File: src/rtl/pe_mac_vec.sv
// pe_mac_vec: vector of independent multiply-accumulate lanes behind a
// two-stage valid/ready pipeline. S1 holds per-lane products and the op,
// S2 holds the accumulators and the registered result beat.
module pe_mac_vec #(
  parameter int unsigned LANES = 4,
  parameter int unsigned AW    = 8,
  parameter int unsigned WW    = 8,
  parameter int unsigned ACCW  = 24,
  parameter int unsigned SAT   = 0
) (
  input  logic                   clk,
  input  logic                   reset,
  input  logic                   in_vld,
  output logic                   in_rdy,
  input  logic [1:0]             mode_sel,
  input  logic [LANES*AW-1:0]    a_mul,
  input  logic [LANES*WW-1:0]    b_mul,
  output logic                   out_vld,
  input  logic                   out_rdy,
  output logic [LANES*ACCW-1:0]  pro_sum,
  output logic [LANES-1:0]       ovf
);

  // Product width: unsigned AW times signed WW needs one extra sign bit.
  localparam int unsigned PW     = AW + WW + 1;
  localparam bit          SAT_EN = (SAT != 0);

  typedef enum logic [1:0] {
    OP_ACC      = 2'd0,
    OP_ACC_RELU = 2'd1,
    OP_LOAD     = 2'd2,
    OP_CLEAR    = 2'd3
  } op_e;

  logic s1_vld_q;
  op_e  s1_op_q;
  logic out_vld_q;

  logic s2_load;
  logic s1_load;
  logic accept;

  // S2 advances unless a result is stalled; S1 advances whenever S2 drains it
  // or it is empty, which is exactly when a new beat can be taken.
  assign s2_load = !out_vld_q || out_rdy;
  assign s1_load = !s1_vld_q || s2_load;
  assign accept  = in_vld && s1_load;
  assign in_rdy  = s1_load;
  assign out_vld = out_vld_q;

  // Shared pipeline control: stage valids and the registered op.
  always_ff @(posedge clk or negedge reset) begin
    if (!reset) begin
      s1_vld_q  <= 1'b0;
      s1_op_q   <= OP_ACC;
      out_vld_q <= 1'b0;
    end else begin
      if (s1_load) s1_vld_q <= accept;
      if (accept)  s1_op_q  <= op_e'(mode_sel);
      if (s2_load) out_vld_q <= s1_vld_q;
    end
  end

  for (genvar g = 0; g < LANES; g++) begin : g_lane
    logic signed [PW-1:0]   a_ext;
    logic signed [PW-1:0]   b_ext;
    logic signed [PW-1:0]   prod_d;
    logic signed [PW-1:0]   s1_prod_q;

    logic signed [ACCW:0]   acc_ext;
    logic signed [ACCW:0]   prod_ext;
    logic signed [ACCW:0]   sum_w;
    logic                   ovf_add;
    logic [ACCW-1:0]        sat_v;
    logic [ACCW-1:0]        add_v;

    logic [ACCW-1:0]        acc_q;
    logic [ACCW-1:0]        acc_d;
    logic [ACCW-1:0]        pro_sum_q;
    logic [ACCW-1:0]        pro_sum_d;
    logic                   ovf_q;
    logic                   ovf_d;

    // Lane product: activation zero-extended, weight sign-extended.
    always_comb begin
      a_ext  = {{(PW-AW){1'b0}}, a_mul[g*AW +: AW]};
      b_ext  = {{(PW-WW){b_mul[g*WW+WW-1]}}, b_mul[g*WW +: WW]};
      prod_d = a_ext * b_ext;
    end

    // S1 product register, written only on an accepted beat.
    always_ff @(posedge clk or negedge reset) begin
      if (!reset) begin
        s1_prod_q <= '0;
      end else if (accept) begin
        s1_prod_q <= prod_d;
      end
    end

    // Accumulate with one guard bit; a guard/sign disagreement is overflow.
    always_comb begin
      acc_ext  = {acc_q[ACCW-1], acc_q};
      prod_ext = {{(ACCW+1-PW){s1_prod_q[PW-1]}}, s1_prod_q};
      sum_w    = acc_ext + prod_ext;
      ovf_add  = sum_w[ACCW] ^ sum_w[ACCW-1];
      sat_v    = sum_w[ACCW] ? {1'b1, {(ACCW-1){1'b0}}} : {1'b0, {(ACCW-1){1'b1}}};
      add_v    = (ovf_add && SAT_EN) ? sat_v : sum_w[ACCW-1:0];

      acc_d     = acc_q;
      pro_sum_d = pro_sum_q;
      ovf_d     = ovf_q;
      case (s1_op_q)
        OP_ACC: begin
          acc_d     = add_v;
          pro_sum_d = add_v;
          ovf_d     = ovf_q | ovf_add;
        end
        OP_ACC_RELU: begin
          acc_d     = add_v;
          pro_sum_d = add_v[ACCW-1] ? '0 : add_v;
          ovf_d     = ovf_q | ovf_add;
        end
        OP_LOAD: begin
          acc_d     = prod_ext[ACCW-1:0];
          pro_sum_d = prod_ext[ACCW-1:0];
        end
        OP_CLEAR: begin
          acc_d     = '0;
          pro_sum_d = '0;
          ovf_d     = 1'b0;
        end
        default: ;
      endcase
    end

    // S2 lane state: commits only when a valid S1 beat moves forward.
    always_ff @(posedge clk or negedge reset) begin
      if (!reset) begin
        acc_q     <= '0;
        pro_sum_q <= '0;
        ovf_q     <= 1'b0;
      end else if (s2_load && s1_vld_q) begin
        acc_q     <= acc_d;
        pro_sum_q <= pro_sum_d;
        ovf_q     <= ovf_d;
      end
    end

    assign pro_sum[g*ACCW +: ACCW] = pro_sum_q;
    assign ovf[g]                  = ovf_q;
  end

endmodule

File: config.mk
export PLATFORM = sky130hd
export DESIGN_NAME = pe_mac_vec
export DESIGN_NICKNAME = d
export VERILOG_FILES = /design/src/rtl/pe_mac_vec.sv
export SDC_FILE = /design/constraint.sdc
export NUM_CORES = 1
export LEC_CHECK = 0
export BUFFER_PORTS_ARGS = -buffer_cell sky130_fd_sc_hd__buf_2
export CORE_MARGIN = 1
export CORE_UTILIZATION = 30
export CTS_CLUSTER_DIAMETER = 60
export DETAILED_ROUTE_END_ITERATION = 10
export GPL_TIMING_DRIVEN = 1
export SLEW_MARGIN = 20
export SYNTH_ARGS = -nofsm -noshare
export SYNTH_HDL_FRONTEND = slang
export SYNTH_SLANG_ARGS = --single-unit
File: constraint.sdc
create_clock -name clk -period 8.73 [get_ports clk]
set_input_delay 0 -clock clk [delete_from_list [all_inputs] [get_ports clk]]
set_output_delay 0 -clock clk [all_outputs]
set_load 0.02 [all_outputs]
==> impl_metrics.json <==
{
  "status": "complete, no violations",
  "syn_inst": 2614,
  "clock_sinks": 268,
  "clk_pin_slew_ns": 0.05,
  "cts_buffers": 36,
  "synth-simple-area-share": 0.1694,
  "syn_to_final_growth_pct": 13.97,
  "rrSetupSlack_ns": 5.21,
  "synth_area_sq_mm": 0.02367,
  "dieArea_sq_mm": 0.08003,
  "pre_cts_ws_ns": 4.173,
  "synth_flop_cell": "dfrtp_1",
  "cts_tree": "built",
  "grt_pass1_wl_mm": 96.12,
  "grt_pass1_vias": 18400,
  "dieHeight_um": 282.9,
  "synth_edf_count": 0,
  "path_max_fanout": 8,
  "min_path_type": "in -> async",
  "hold_viol_final": 0,
  "drtAntennaViolNets": 0,
  "yosysUniqueCellTypes": 79,
  "r2r-end": "g_lane[3].pro_sum_q[8]",
  "avgSynthCellArea_sq_um": 9.055,
  "boundaryPins": 172,
  "crit_required_ns": 9.13,
  "ys_seq_area_frac": 0.2833,
  "syn_nets": 3104,
  "rsz0062_at_grt": "no",
  "post_drt_wl_per_cell_um": 15.21,
  "cts_setup_buffers": 0,
  "firstDrtPassIters": 5,
  "cts.path.max_buffers": 3,
  "worst_slack_ns": 4.214,
  "die_w_um": 282.9,
  "synth_fa_ha_area_frac": 0.2702,
  "drt_first_iter_violations": 848,
  "ctsHtreeMaxLevel": 2,
  "timing.final.crit_period_ns": 4.516,
  "io_buffers": 171,
  "clock_latency_ns": 0.54,
  "ys_ff_latch": 268,
  "drive_above_1_share": 0.1078,
  "synth_xor_area_frac": 0.04736,
  "routed_wl_mm": 58.31,
  "skew_ns": 0.02616,
  "cts_root_buf": "clkbuf_16",
  "place_congestion": 0.8555,
  "synth_compound_area_frac": 0.1653,
  "leakagePower_uw": 0.01278,
  "grt_usage": 0.1483,
  "end_kind": "register",
  "power_density_mw_per_mm2": 354.3,
  "worstMarginPinSlew_ns": 1.025,
  "grt_max_degree": 147,
  "async_flop_share": 1.000,
  "r2r_cells": 9,
  "initial_core_util": 0.3045,
  "maxCapViolCount": 0,
  "cp-start-kind": "input port",
  "setup_tns_ns": 0,
  "diodes": 0,
  "maxSlewViolCount": 0,
  "num-nets-final": 3255,
  "ir_drop_mv": 0.1516,
  "core-area_sq_mm": 0.07772,
  "routed-via-count": 18520,
  "setup_viol": 0,
  "path_class": "in -> reg",
  "antenna_found_initial": 1,
  "power.total_uw": 9559,
  "r2r-start": "g_lane[3].s1_prod_q[4]",
  "grt-ovfl-total": 0,
  "rows": 102,
  "yosysWarnings": 0,
  "avgViaCountPerCell": 4.832,
  "worstPathArrival_ns": 4.91,
  "slew-limit-headroom": 0.3150,
  "dp_hpwl_mm": 43.78,
  "fin_crit_sh": 0.5173,
  "final.fill_count": 8029,
  "max_clock_freq_mhz": 221.4,
  "synth_top_family_by_area": "adder cells",
  "drc": 0,
  "synthMuxAreaShare": 0.01047
}
-- cell families (layout without fill, tap and decap cells) --
logic type	after synthesis	count (layout)
simple gates	843	843
compound gates	605	605
fa+ha+maj	420	420
buf+inv	331	510
flops	268	268
xor+xnor	125	125
mux	22	22
-- registers in the layout, summed over array words and instances, names as in the netlist --
| name | count |
|---|---|
| g_lane.pro_sum_q | 96 |
| s1_op_q | 2 |
| g_lane.ovf_q | 4 |
| g_lane.s1_prod_q | 68 |
| s1_vld_q | 1 |
| out_vld | 1 |
| g_lane.acc_q | 96 |
-- metrics by stage --
stage	std cells	util	hold slack, ns	area [sq um]
2_1_floorplan	2614	-	-0.2956	23670
3_3_place_gp	3753	0.3296	0.02917	25620
3_5_place_dp	3753	0.3296	0.03213	25620
4_1_cts	3833	0.3471	0.04599	26980
5_1_grt	3833	0.3471	0.08910	26980
6_report	3833	0.3471	0.05046	26980
-- critical path: stages --
cell           delay, ns
dlygate4sd3_1       0.53
buf_2               0.17
and2_1              0.15
ha_1                0.31
fa_1                0.51
inv_1               0.06
fa_1                0.49
fa_1                0.49
inv_1               0.04
ha_1                0.30
nor2b_1             0.14
o21ai_0             0.16
nand2b_1            0.12
a2111oi_0           0.45
nor3_1              0.15
a41o_1              0.28
o41a_1              0.32
xnor2_1             0.16
o21ai_0             0.08
-- synthesized netlist by cell type, types with 3 or more instances --
master	instances	share of area
a2111oi_0	3	0.0011
a211oi_1	23	0.0073
a21boi_0	6	0.0019
a21o_1	38	0.012
a21oi_1	142	0.030
a221oi_1	37	0.014
a22o_1	4	0.0015
a22oi_1	5	0.0016
a31oi_1	26	0.0069
and2_1	165	0.044
and3_1	10	0.0026
and4_1	3	0.0011
buf_1	8	0.0013
buf_2	3	0.00063
buf_4	6	0.0019
clkbuf_1	66	0.010
dfrtp_1	268	0.28
fa_1	152	0.13
ha_1	268	0.14
inv_1	247	0.039
mux2_2	22	0.010
nand2_1	211	0.033
nand2b_1	30	0.0079
nand3_1	24	0.0051
nand4_1	12	0.0032
nor2_1	268	0.042
nor2b_1	12	0.0032
nor3_1	73	0.015
nor3_2	6	0.0025
nor4_1	6	0.0016
o211a_1	13	0.0055
o211ai_1	5	0.0016
o21a_1	42	0.013
o21ai_0	175	0.037
o21ai_1	11	0.0023
o21bai_1	17	0.0054
o221a_2	4	0.0019
o311ai_0	3	0.0011
o31a_1	3	0.0011
o31ai_1	14	0.0044
o41ai_1	9	0.0033
or3_1	8	0.0021
xnor2_1	72	0.027
xor2_1	51	0.019
-- worst max-delay path by stage --
stage / from / endpoint
floorplan: b_mul[15] / g_lane[1].s1_prod_q[16]
global placement: b_mul[15] / g_lane[1].s1_prod_q[16]
detailed placement: b_mul[15] / g_lane[1].s1_prod_q[16]
CTS: a_mul[8] / g_lane[1].s1_prod_q[16]
global route: a_mul[16] / g_lane[2].s1_prod_q[16]
finish: b_mul[0] / g_lane[0].s1_prod_q[16]
-- area by class of cell --
cell class              count  area [sq um]  share of cell area
inverters                 247         927.1             0.03437
clock inverters            18         201.4            0.007467
repair buffers            197          1109             0.04109
multi-input cells        2015         15710              0.5824
well taps                1040          1301             0.04824
clock buffers              48          1018             0.03775
flip-flops and latches    268          6708              0.2486
-- cells in the final DEF, fill, tap and decap left out, types with 7 or more instances in the layout --
master and instances:
a211oi_1 23, a21o_1 38, a21oi_1 142, a221oi_1 37, a31oi_1 26, and2_1 164, and3_1 10, buf_2 170
buf_4 11, clkbuf_1 7, clkbuf_16 38, dfrtp_1 267, dlygate4sd3_1 14, fa_1 152, ha_1 268, inv_1 246
mux2_2 22, nand2_1 209, nand2b_1 30, nand3_1 24, nand4_1 12, nor2_1 267, nor2b_1 12, nor3_1 73
o211a_1 13, o21a_1 42, o21ai_0 175, o21ai_1 11, o21bai_1 17, o31ai_1 14, o41ai_1 9, or3_1 8
xnor2_1 72, xor2_1 51
-- routing by layer --
metal  wire length (um)  part of all wire  GRT usage  up-vias
met4                925             0.016    0.03257        0
met5                  0                 0          0        -
met1              28900              0.50     0.2078     8933
met3               2127             0.036    0.02058       55
li1                   -                 -          -     9273
met2              26360              0.45     0.2415      261
-- repair_timing --
action,CTS,global route
hold endpoints to repair,79,0
hold buffers,14,0
resized for setup,0,0
-- power by group --
group          internal (uW)  total (uW)  switching (uW)  leakage (uW)
Clock                    918        1500             581      0.000589
Sequential              1820        2240             418       0.00321
Combinational           2440        5820            3380       0.00898
Total                   5180        9560            4380        0.0128
Power figures use the tool's default switching activity.
